<file path="src/rtl/sevenseg_pkg.sv">
// Shared constants and helpers for the 4-digit scanned 7-segment driver.
// Segment patterns are active-low {g,f,e,d,c,b,a}; anodes are active-low.
package sevenseg_pkg;

    localparam logic [6:0] SEG_0     = 7'h40;
    localparam logic [6:0] SEG_1     = 7'h79;
    localparam logic [6:0] SEG_2     = 7'h24;
    localparam logic [6:0] SEG_3     = 7'h30;
    localparam logic [6:0] SEG_4     = 7'h19;
    localparam logic [6:0] SEG_5     = 7'h12;
    localparam logic [6:0] SEG_6     = 7'h02;
    localparam logic [6:0] SEG_7     = 7'h78;
    localparam logic [6:0] SEG_8     = 7'h00;
    localparam logic [6:0] SEG_9     = 7'h10;
    localparam logic [6:0] SEG_A     = 7'h08;
    localparam logic [6:0] SEG_B     = 7'h03;
    localparam logic [6:0] SEG_C     = 7'h46;
    localparam logic [6:0] SEG_DASH  = 7'h3F;
    localparam logic [6:0] SEG_BLANK = 7'h7F;
    localparam logic [3:0] AN_OFF    = 4'hF;

    typedef enum logic {
        ST_IDLE,
        ST_FLASH
    } flash_state_t;

    function automatic logic is_player(input logic [2:0] p);
        return (p == 3'b100) || (p == 3'b010) || (p == 3'b001);
    endfunction

    function automatic logic [6:0] player_seg(input logic [2:0] p);
        logic [6:0] r;
        case (p)
            3'b100:  r = SEG_A;
            3'b010:  r = SEG_B;
            3'b001:  r = SEG_C;
            3'b000:  r = SEG_BLANK;
            default: r = SEG_DASH;
        endcase
        return r;
    endfunction

endpackage

</file>
<file path="src/rtl/sevenseg_decode.sv">
// BCD digit to active-low 7-segment pattern, with optional zero blanking.
// Non-BCD codes render as a dash so bad upstream data is visible.
module sevenseg_decode
    import sevenseg_pkg::*;
(
    input  logic [3:0] digit,
    input  logic       blank_zero,
    output logic [6:0] pattern
);

    // Pure lookup; zero blanking is used for leading-zero suppression.
    always_comb begin
        pattern = SEG_DASH;
        case (digit)
            4'd0:    pattern = blank_zero ? SEG_BLANK : SEG_0;
            4'd1:    pattern = SEG_1;
            4'd2:    pattern = SEG_2;
            4'd3:    pattern = SEG_3;
            4'd4:    pattern = SEG_4;
            4'd5:    pattern = SEG_5;
            4'd6:    pattern = SEG_6;
            4'd7:    pattern = SEG_7;
            4'd8:    pattern = SEG_8;
            4'd9:    pattern = SEG_9;
            default: pattern = SEG_DASH;
        endcase
    end

endmodule

</file>
<file path="src/rtl/sevenseg_scan_driver.sv">
// Time-multiplexed 4-digit common-anode display driver with frame-buffered
// inputs and a flashing player letter after a buzzer change.
module sevenseg_scan_driver
    import sevenseg_pkg::*;
#(
    parameter int REFRESH_DIV  = 100000,
    parameter int FLASH_FRAMES = 64,
    parameter int FLASH_HALF   = 8
) (
    input  logic       clk,
    input  logic       rst,
    input  logic [3:0] ones,
    input  logic [3:0] tens,
    input  logic [2:0] thousands,
    output logic [3:0] an,
    output logic [6:0] seg,
    output logic       dp
);

    localparam int PW = (REFRESH_DIV > 1) ? $clog2(REFRESH_DIV) : 1;
    localparam int FW = $clog2(FLASH_FRAMES + 1);

    logic [PW-1:0] presc;
    logic [1:0]    slot;
    logic          tick;
    logic          boundary;

    logic [3:0]    ones_q;
    logic [3:0]    tens_q;
    logic [2:0]    player_q;
    logic          primed;

    flash_state_t  state;
    logic [FW-1:0] frame_cnt;
    logic          flash_off;

    logic [6:0]    ones_seg;
    logic [6:0]    tens_seg;
    logic [6:0]    slot_seg;

    assign tick     = (presc == PW'(REFRESH_DIV - 1));
    assign boundary = tick && (slot == 2'd3);
    assign dp       = 1'b1;

    // Free-running slot timer: one slot every REFRESH_DIV clocks.
    always_ff @(posedge clk) begin
        if (rst) begin
            presc <= '0;
            slot  <= 2'd0;
        end else if (tick) begin
            presc <= '0;
            slot  <= slot + 2'd1;
        end else begin
            presc <= presc + PW'(1);
        end
    end

    // Frame buffer plus player-flash FSM, both updated only at frame edges.
    always_ff @(posedge clk) begin
        if (rst) begin
            ones_q    <= '0;
            tens_q    <= '0;
            player_q  <= '0;
            primed    <= 1'b0;
            state     <= ST_IDLE;
            frame_cnt <= '0;
        end else if (boundary) begin
            ones_q   <= ones;
            tens_q   <= tens;
            player_q <= thousands;
            primed   <= 1'b1;
            if (is_player(thousands) && (thousands != player_q)) begin
                state     <= ST_FLASH;
                frame_cnt <= '0;
            end else begin
                case (state)
                    ST_FLASH: begin
                        if ((frame_cnt == FW'(FLASH_FRAMES - 1)) ||
                            !is_player(thousands)) begin
                            state <= ST_IDLE;
                        end else begin
                            frame_cnt <= frame_cnt + FW'(1);
                        end
                    end
                    default: state <= ST_IDLE;
                endcase
            end
        end
    end

    assign flash_off = (state == ST_FLASH) &&
                       (((32'(frame_cnt) / FLASH_HALF) % 2) == 1);

    sevenseg_decode u_ones (
        .digit      (ones_q),
        .blank_zero (1'b0),
        .pattern    (ones_seg)
    );

    sevenseg_decode u_tens (
        .digit      (tens_q),
        .blank_zero (1'b1),
        .pattern    (tens_seg)
    );

    // Pattern for the digit currently being scanned.
    always_comb begin
        slot_seg = SEG_BLANK;
        case (slot)
            2'd0:    slot_seg = ones_seg;
            2'd1:    slot_seg = tens_seg;
            2'd2:    slot_seg = SEG_BLANK;
            default: slot_seg = flash_off ? SEG_BLANK : player_seg(player_q);
        endcase
    end

    // Registered pins; one dark clock at every slot change kills ghosting.
    always_ff @(posedge clk) begin
        if (rst || tick || !primed) begin
            an  <= AN_OFF;
            seg <= SEG_BLANK;
        end else begin
            an  <= ~(4'b0001 << slot);
            seg <= slot_seg;
        end
    end

endmodule
</file>
<file path="config.mk">
export PLATFORM = sky130hd
export DESIGN_NAME = sevenseg_scan_driver
export DESIGN_NICKNAME = d
export VERILOG_FILES = /design/src/rtl/sevenseg_pkg.sv /design/src/rtl/sevenseg_decode.sv /design/src/rtl/sevenseg_scan_driver.sv
export SDC_FILE = /design/constraint.sdc
export NUM_CORES = 1
export LEC_CHECK = 0
export ABC_AREA = 0
export CORE_ASPECT_RATIO = 1.2
export CORE_MARGIN = 3
export CORE_UTILIZATION = 52
export CTS_CLUSTER_DIAMETER = 150
export DETAILED_ROUTE_END_ITERATION = 7
export GPL_ROUTABILITY_DRIVEN = 0
export PLACE_DENSITY = 0.72
export REMOVE_ABC_BUFFERS = 1
export SLEW_MARGIN = 20
export SYNTH_ARGS = -nofsm -noshare
export SYNTH_HDL_FRONTEND = slang
export SYNTH_HIERARCHICAL = 1
export SYNTH_SLANG_ARGS = --single-unit
</file>
<file path="constraint.sdc">
create_clock -name clk -period 1.95 [get_ports clk]
set_input_delay 0.39 -clock clk [delete_from_list [all_inputs] [get_ports clk]]
set_output_delay 0.39 -clock clk [all_outputs]
set_load 0.02 [all_outputs]
</file>
# ---- Word-level counts from Yosys, hierarchy flattened
# Cells that the tools add are included.
dict set report totals {
  regBits 50
  latch_bits 0
  mem_bits_rw 0
  rom_bits 0
  output_inout_bits 12
  word_cells 74
  mem_count 0
}
dict set report op_classes {
  add_sub_neg 3
  n_mul 0
  div_mod_pow 0
  magnitude_cmp 0
  eq_ne 31
  n_shift 1
  n_mux 11
  bitwise_logic 1
  n_reduce_logical 17
}
# cell n
set op_table {}
lappend op_table {{$pmux 7 s10} 2}
lappend op_table {{$eq 4x3->1 const B} 8}
lappend op_table {{$mux 7} 4}
lappend op_table {{$pmux 7 s4} 1}
lappend op_table {{$pmux 7 s3} 1}
lappend op_table {{$add 17x1->17 const B} 1}
lappend op_table {{$eq 17x17->1 const B} 1}
lappend op_table {{$eq 4x2->1 const B} 4}
lappend op_table {{$eq 4x4->1 const B} 4}
lappend op_table {{$eq 4x1->1 const B} 2}
lappend op_table {{$logic_not 4->1} 2}
lappend op_table {{$add 7x1->7 const B} 1}
lappend op_table {{$eq 7x6->1 const B} 1}
lappend op_table {{$eq 3x1->1 const B} 2}
lappend op_table {{$eq 3x2->1 const B} 2}
lappend op_table {{$eq 3x3->1 const B} 2}
lappend op_table {{$logic_or 1x1->1} 5}
lappend op_table {{$eq 2x2->1 const B} 2}
lappend op_table {{$not 4->4} 1}
lappend op_table {{$shl 1x2->4 const A} 1}
lappend op_table {{$logic_and 1x1->1} 3}
lappend op_table {{$logic_not 3->1} 1}
lappend op_table {{$mux 1} 3}
lappend op_table {{$ne 3x3->1} 1}
lappend op_table {{other kinds (8)} 9}

# ---- Longest topological paths before layout
# Gate-level depths: netlist of run 1.
dict set report depth {
  word_depth 8
  mapped_depth 8
  mapped_depth_nobuf 7
}

# ---- Cells and area by module
# Netlist of run 1, hierarchy kept.
# module n_inst cells_per_inst area_per_inst_um2 seq_area_each_um2
set by_module_without_submodules {}
lappend by_module_without_submodules {sevenseg_scan_driver 1 269 2294.7 1001.0}
lappend by_module_without_submodules {sevenseg_decode 2 35 201.4 0.0}

# ---- Least setup slack after synthesis of run 1
# No wires, ideal clock.
dict set report synth_path {
  kind {register to register}
  startpoint {register presc[12]}
  endpoint {register presc[10]}
  setup_ns 0.117
  arrival_ns 1.781
  t_required_ns 1.833
  path_slack_ns 0.052
  path_stages_with_launch 7
  path_cell_list {dfxtp_1 > or4_4 > nor4_4 > or2_2 > buf_2 > buf_2 > nor2_1}
}
dict set report synth_between {
  elab_chain_cells 2
}
# item line
set synth_lines {}
lappend synth_lines {{start: declaration} sevenseg_scan_driver.sv:23} ;# logic [PW-1:0] presc;
lappend synth_lines {{start signal: assignment} sevenseg_scan_driver.sv:54} ;# presc <= presc + PW'(1);
lappend synth_lines {{$eq 17x17->1} sevenseg_scan_driver.sv:41} ;# assign tick = (presc == PW'(REFRESH_DIV - 1));
lappend synth_lines {{$reduce_or 2->1 (no source line)} n/a}
# No other way between the ends.
# A chain may end at the register's enable or synchronous reset.

# ---- Worst setup path in the final report of run 1
dict set report layout_path {
  startpoint {register presc[11]}
  endpoint {register frame_cnt[4]}
}
dict set report layout_between {
  elab_chain_cells 3
}
# item line
set layout_lines {}
lappend layout_lines {{$eq 17x17->1} sevenseg_scan_driver.sv:41}
lappend layout_lines {{$logic_and 1x1->1} sevenseg_scan_driver.sv:42} ;# assign boundary = tick && (slot == 2'd3);
lappend layout_lines {{$reduce_and 3->1 (no source line)} n/a}
lappend layout_lines {{end signal: assignment} sevenseg_scan_driver.sv:82} ;# frame_cnt <= frame_cnt + FW'(1);
lappend layout_lines {{end: declaration} sevenseg_scan_driver.sv:34} ;# logic [FW-1:0] frame_cnt;
# No other way between the ends.

==> impl_metrics.py, run 1 <==
metrics = {
    "pwr": {
        "pwr_density_nw_per_um2": 524,
        "power.combinational.fraction": 0.081,
        "power.internal_mw": 1.37,
        "power.switching_mw": 0.453,
        "total_power_draw_mw": 1.83,
        "power.share.sequential": 0.563,
        "p_sw_frac": 0.248,
        "vdd.ir_drop.worst_v": 0.000378,
        "power.clock.fraction": 0.355,
        "power_leakage_nw": 1.22,
    },
    "sta": {
        "max_freq_mhz": 491,
        "finalSetupViolCount": 25,
        "min_period_ps": 2040,
        "max-slew-margin-rel": 0.649,
        "worst_slew_pin_slew_ps": 523,
        "finalMaxSlewViolations": 0,
        "final_min_period_over_clock_period": 1.05,
        "grt_setup_unrepaired": "yes",
        "timing.final.hold_violations": 0,
        "final_total_negative_setup_slack_ps": -697,
        "layout_setup_ws_ps": -87.9,
        "post_route_clock_skew_ps": 9.20,
    },
    "yosys": {
        "synth_area_sq_um": 2700,
        "mean_post_synth_cell_area_sq_um": 7.96,
        "ys_async_sr_fraction": 0,
        "synth_top_cells_by_area": "sky130_fd_sc_hd__dfxtp_1, sky130_fd_sc_hd__nand2_1, sky130_fd_sc_hd__nor2_1, sky130_fd_sc_hd__a21oi_1, sky130_fd_sc_hd__o21ai_0",
        "number_of_enable_type_register_cells_in_the_synthesized_netlist": 0,
        "ys.flop_type": "sky130_fd_sc_hd__dfxtp_1",
        "yosysUniqueCellTypes": 52,
        "sequential_to_total_area_share_from_yosys_stat": 0.371,
        "synth-seq-cells": 50,
        "synth_top_cell_by_area": "sky130_fd_sc_hd__dfxtp_1",
        "synth_cells": 339,
        "yosys_warnings": 6,
        "proportion_of_netlist_area_held_by_the_largest_area_contributor": 0.371,
    },
    "placed_design": {
        "preCtsSetupSlack_ps": -404,
        "place_hpwl_microns": 4390,
        "placedInstanceArea_sq_um": 3180,
        "portBuffers": 23,
    },
    "clock_tree": {
        "hold_buffers": 0,
        "clkLatencyLatePin_ps": 310,
        "tritoncts_num_sinks": 50,
        "cts_tree": "done",
        "cts_root_buffer": "sky130_fd_sc_hd__clkbuf_8",
        "clock_tree.buffer_depth": 2,
        "clkSlewWorstSetupHoldPaths_ps": 100,
        "tritoncts.num_buffers": 5,
        "count_of_h_tree_levels_built_during_cts": 2,
    },
    "critical_path": {
        "path_max_fanout": 4,
        "cp_slowest_cell": "sky130_fd_sc_hd__or4_4",
        "crit-reg2reg-capture": "frame_cnt[4]",
        "worst-endpoint-required_ps": 2150,
        "worstSetupEndpointType": "register",
        "critical_path.reg2reg.startpoint": "presc[11]",
        "worst_case_register_to_register_setup_slack_ps": -90,
        "endpoint_arrival_time_on_the_critical_path_ps": 2240,
        "cell_class_contributing_the_biggest_share_of_worst_path_delay": "simple AND/OR/NAND/NOR gates",
        "crit_type": "reg2reg",
        "critical-path-top-cell-by-count": "sky130_fd_sc_hd__buf_4",
        "path_buf_inv": 2,
        "startpoint_type": "register",
        "worst_r2r_path_depth": 7,
        "worstPathCellList": "or4_4 > nor4_4 > buf_4 > buf_4 > nand3_1 > o22ai_2 > o32ai_2",
        "largest_stage_delay_on_the_critical_path_ps": 570,
    },
    "hold_path": {
        "hp-start": "tens_q[3]",
        "min_delay_worst_endpoint": "tens_q[3]",
        "hold_class": "reg2reg",
        "hold_path_depth": 2,
    },
    "drt": {
        "detail_route.wl_per_cell_microns": 13.5,
        "drt_first_iter_violations": 86,
        "drt-vias-per-instance": 5.53,
        "drcViolationCount": 0,
        "antenna_violating_nets_post_route": 0,
        "vias": 2514,
        "drt_pass1_iterations": 5,
        "wl_microns": 6140,
    },
    "die": {
        "die-height_microns": 84.9,
        "initial_core_util": 0.542,
        "die_outline_area_sq_um": 6090,
        "floorplan.io_pins": 25,
        "floorplan.die.width_microns": 71.8,
        "fp.coreArea_sq_um": 4970,
        "fp-row-count": 28,
    },
    "finish": {
        "final_design_area_no_fill_sq_um": 3490,
        "antenna_cells_inserted": 0,
        "finalNetCount": 414,
        "drive_above_1_share": 0.192,
        "areaGrowthSynthToFinish_pct": 29.2,
    },
    "status": {
        "run_status": "complete, but fails checks",
        "failed_checks": "setup timing",
    },
    "flow_run": {
        "cap_viol_max_count": 0,
    },
    "global_routing": {
        "gr_usage_total": 0.199,
        "largest_net_degree_at_the_start_of_global_routing": 28,
        "first_pass_grt_wire_length_microns": 9870,
        "antenna_found_initial": 0,
        "via_count_of_the_first_global_routing_pass": 2289,
        "grt.overflow.total": 0,
    },
}
==> area by class of cell <==
class	instances	area [sq um]
fillers	419	1490
well taps	60	75.1
inverters	17	63.8
clock buffers	5	68.8
clock inverters	3	28.8
flip-flops and latches	50	1000
repair buffers	61	584
multi-input cells	259	1660
==> synth_stat cells (3+ instances only) <==
cell                       instances
sky130_fd_sc_hd__a21oi_1          25
sky130_fd_sc_hd__nand2_1          44
sky130_fd_sc_hd__ha_1              7
sky130_fd_sc_hd__a31oi_1           3
sky130_fd_sc_hd__xnor2_1          10
sky130_fd_sc_hd__a21o_1            3
sky130_fd_sc_hd__nand3_1          16
sky130_fd_sc_hd__o32ai_1           4
sky130_fd_sc_hd__nor3_1            4
sky130_fd_sc_hd__nor2_1           36
sky130_fd_sc_hd__clkbuf_1          4
sky130_fd_sc_hd__xor2_1            9
sky130_fd_sc_hd__and3_1            4
sky130_fd_sc_hd__nand2b_1          8
sky130_fd_sc_hd__o21a_1            5
sky130_fd_sc_hd__dfxtp_1          50
sky130_fd_sc_hd__a221oi_1          7
sky130_fd_sc_hd__inv_1            17
sky130_fd_sc_hd__o21ai_0          20
sky130_fd_sc_hd__o31a_1            3
sky130_fd_sc_hd__buf_2            14
==> sequential cells by signal, indices dropped and copies added, names as in the netlist <==
register,flops
ones_q,4
player_q,3
tens_q,4
state,1
frame_cnt,7
primed,1
an,4
slot,2
seg,7
presc,17
==> cell usage in the layout (no fill, tap or decap), drive strengths merged, types with 4 or more instances in the layout <==
cell type      instances
nand3                 16
nor2                  36
ha                     7
o21ai                 20
o21a                   5
a221oi                 7
clkbuf                 6
nor3                   4
a21oi                 25
clkdlybuf4s50         21
xor2                   9
or2                    4
nand2b                 8
o32ai                  4
nand2                 44
inv                   19
dfxtp                 50
conb                  11
buf                   37
and3                   4
xnor2                 10
==> repair_timing <==
action,4_1_cts,5_1_grt
setup endpoints to repair,20,24
gates resized for setup,7,27
hold endpoints to repair,0,0
cloned,0,1
buffers inserted,5,3
pin swaps,6,16
==> tightest hold or removal path, cell delays in order, from the launching register on <==
cell and delay [ps]:
sky130_fd_sc_hd__dfxtp_1 330, sky130_fd_sc_hd__nand2_1 50, sky130_fd_sc_hd__a21oi_1 50
==> per-stage QoR <==
stage / hold slack (ps) / cells / utilization
after floorplan: 430 / 326 / -
after global placement: 461 / 438 / 0.638
after detailed placement: 462 / 438 / 0.638
after CTS: 477 / 451 / 0.668
after global routing: 489 / 455 / 0.701
final: 472 / 455 / 0.701
==> metal layers <==
layer  global-route usage  vias up  part of all wire
li1                     -     1282                 -
met3               0.0367        9             0.028
met2                0.337       47              0.50
met1                0.247     1176              0.45
met4               0.0786        0             0.017
met5                    0        -                 0
==> how the worst max path moves through the flow <==
stage / startpoint / endpoint / slack (ps) / cells after the start
6_report: presc[11] / frame_cnt[4] / -90 / 7
5_1_grt: presc[11] / frame_cnt[4] / -170 / 7
3_5_place_dp: thousands[0] / frame_cnt[5] / -400 / 6
4_1_cts: presc[12] / frame_cnt[2] / -80 / 5
2_1_floorplan: presc[12] / frame_cnt[3] / -140 / 5
3_3_place_gp: thousands[2] / frame_cnt[5] / -310 / 6
==> power groups by stage <==
stage	clock [mW]	combinational [mW]	sequential, mW
final	0.649	0.148	1.03
after global routing	0.699	0.165	1.03
after CTS	0.664	0.135	1.03
after detailed placement	0	0.133	1.05
after global placement	0	0.130	1.05
after floorplan	0	0.0558	1.05
==> logic make-up (layout without fill, tap and decap cells) <==
group | after synthesis | in the layout | share of synthesized area
adder cells (fa/ha/maj) | 7 | 7 | 0.0325
XOR/XNOR | 19 | 19 | 0.0617
flip-flops | 50 | 50 | 0.371
multiplexers | 1 | 1 | 0.00371
AO/OA/AOI/OAI | 86 | 86 | 0.212
other | 2 | 11 | 0.00278
buffers and inverters | 39 | 86 | 0.0668
AND/OR/NAND/NOR | 135 | 135 | 0.250
(Power assumes the default switching activity.)
==> run 2: changes to the inputs <==
SKIP_CTS_REPAIR_TIMING = 1   (was unset)
==> run 2 against run 1 <==
Effect of this change:
- the flow still finishes with violations (setup timing)
- clock power hardly changed
- count of clock-buffer cells in the layout stayed put
- largest cell class unchanged
- global-route usage is 0.20 points lower
- register-to-register slack worse by 40 ps
- non-clock buffer count is 2 lower
- flip-flop and latch count stayed put
- final area is 5.2% higher
- via count hardly changed
- clock skew is 2.7 ps lower
- sequential power hardly changed
- routed wire length is 6.6% higher
- power is 0.54% higher
==> impl_metrics.py, run 2 (synthesis results as in run 1) <==
metrics = {
    "global_routing": {
        "largest_net_degree_at_the_start_of_global_routing": 28,
        "gr_usage_total": 0.197,
        "antenna_found_initial": 0,
        "grt.overflow.total": 0,
        "first_pass_grt_wire_length_microns": 9760,
        "via_count_of_the_first_global_routing_pass": 2264,
    },
    "drt": {
        "drt-vias-per-instance": 5.55,
        "antenna_violating_nets_post_route": 0,
        "drt_pass1_iterations": 4,
        "drcViolationCount": 0,
        "drt_first_iter_violations": 74,
        "wl_microns": 6550,
        "vias": 2515,
        "detail_route.wl_per_cell_microns": 14.5,
    },
    "finish": {
        "areaGrowthSynthToFinish_pct": 35.9,
        "final_util": 0.737,
        "commonest_cells_after_routing_fill_and_taps_aside": "sky130_fd_sc_hd__dfxtp_1, sky130_fd_sc_hd__buf_4, sky130_fd_sc_hd__nor2_1",
        "registers.top_by_ff_count": "presc",
        "largest_register_ff_count": 17,
        "leading_registers_by_flop_count": "presc (17), frame_cnt (7), seg (7)",
        "finalNetCount": 412,
        "final_common_cell": "sky130_fd_sc_hd__dfxtp_1",
        "drive_above_1_share": 0.280,
        "antenna_cells_inserted": 0,
    },
    "sta": {
        "finalMaxSlewViolations": 0,
        "timing.final.hold_violations": 0,
        "final_min_period_over_clock_period": 1.07,
        "layout_setup_ws_ps": -127,
        "grt_setup_unrepaired": "yes",
        "final_total_negative_setup_slack_ps": -3060,
        "post_route_clock_skew_ps": 6.49,
        "max-slew-margin-rel": 0.615,
        "worst_slew_pin_slew_ps": 573,
        "finalSetupViolCount": 40,
        "max_freq_mhz": 481,
        "final.hold.worst_slack_ps": 494,
        "min_period_ps": 2080,
    },
    "die": {
        "die_outline_area_sq_um": 6090,
        "fp.coreArea_sq_um": 4970,
        "initial_core_util": 0.542,
        "fp-row-count": 28,
        "floorplan.io_pins": 25,
        "die-height_microns": 84.9,
        "floorplan.die.width_microns": 71.8,
    },
    "pwr": {
        "vdd.ir_drop.worst_v": 0.000389,
        "power.switching_mw": 0.463,
        "power.combinational.fraction": 0.086,
        "pwr_density_nw_per_um2": 501,
        "p_sw_frac": 0.252,
        "power_leakage_nw": 1.32,
        "power.share.sequential": 0.560,
        "power.clock.fraction": 0.354,
        "power.internal_mw": 1.37,
    },
    "clock_tree": {
        "cts_root_buffer": "sky130_fd_sc_hd__clkbuf_8",
        "clkSlewWorstSetupHoldPaths_ps": 100,
        "cts_tree": "done",
        "tritoncts_num_sinks": 50,
        "clock_tree.buffer_depth": 2,
        "tritoncts.num_buffers": 5,
        "clkLatencyLatePin_ps": 310,
        "count_of_h_tree_levels_built_during_cts": 2,
    },
    "critical_path": {
        "worstPathCellList": "or4_4 > nor4_4 > buf_4 > or2_4 > clkbuf_16 > nor2_2",
        "worst_case_register_to_register_setup_slack_ps": -130,
        "endpoint_arrival_time_on_the_critical_path_ps": 2290,
        "startpoint_type": "register",
        "largest_stage_delay_on_the_critical_path_ps": 580,
        "worstSetupEndpointType": "register",
        "cp_slowest_cell": "sky130_fd_sc_hd__or4_4",
        "crit_type": "reg2reg",
        "worst-endpoint-required_ps": 2160,
        "path_max_fanout": 8,
    },
    "placed_design": {
        "place_hpwl_microns": 4390,
        "portBuffers": 23,
    },
    "status": {
        "run_status": "complete, but fails checks",
        "failed_checks": "setup timing",
    },
    "hold_path": {
        "hold_class": "reg2reg",
    },
    "flow_run": {
        "cap_viol_max_count": 0,
    },
}
## run 2: layer usage
layer,vias up,share of wire,track usage
met5,-,0,0
li1,1279,-,-
met4,0,0.020,0.0821
met2,41,0.50,0.329
met3,12,0.031,0.0344
met1,1183,0.45,0.248
## run 2: path summary, 6_finish.rpt
| kind | end | depth (start not counted) | start |
|---|---|---|---|
| worst min-delay path | tens_q[3] | 2 | tens_q[3] |
| worst min register to register | tens_q[3] | 2 | tens_q[3] |
| worst max register to register | presc[8] | 6 | presc[12] |
| worst max-delay path | presc[8] | 6 | presc[12] |
## run 2: power groups by stage
| stage | Clock, mW | Combinational (mW) | Sequential (mW) |
|---|---|---|---|
| 6_report | 0.650 | 0.157 | 1.03 |
| 3_3_place_gp | 0 | 0.130 | 1.05 |
| 2_1_floorplan | 0 | 0.0558 | 1.05 |
| 3_5_place_dp | 0 | 0.133 | 1.05 |
| 5_1_grt | 0.696 | 0.173 | 1.03 |
| 4_1_cts | 0.664 | 0.133 | 1.03 |
## run 2: critical path: cells and delay by family, from the launching register on
kind	cells	cell delay (ps)
buffers and inverters	2	390
flip-flops	1	330
AND/OR/NAND/NOR	4	1250
## run 2: area by class of cell
class	count	area [sq um]
inverter	17	63.8
clock buffer	5	68.8
multi-input combinational	259	1820
tap	60	75.1
clock inverter	3	28.8
timing repair buffer	59	606
fill	381	1310
sequential	50	1000
## run 2: metrics by stage
step	worst slack, ps	power [mW]	instance area, sq um	instances
after floorplan	-142	1.11	2620	326
after global placement	-306	1.18	3180	438
after detailed placement	-404	1.19	3180	438
after CTS	-125	1.83	3270	446
after global routing	-197	1.90	3670	453
final	-127	1.84	3670	453
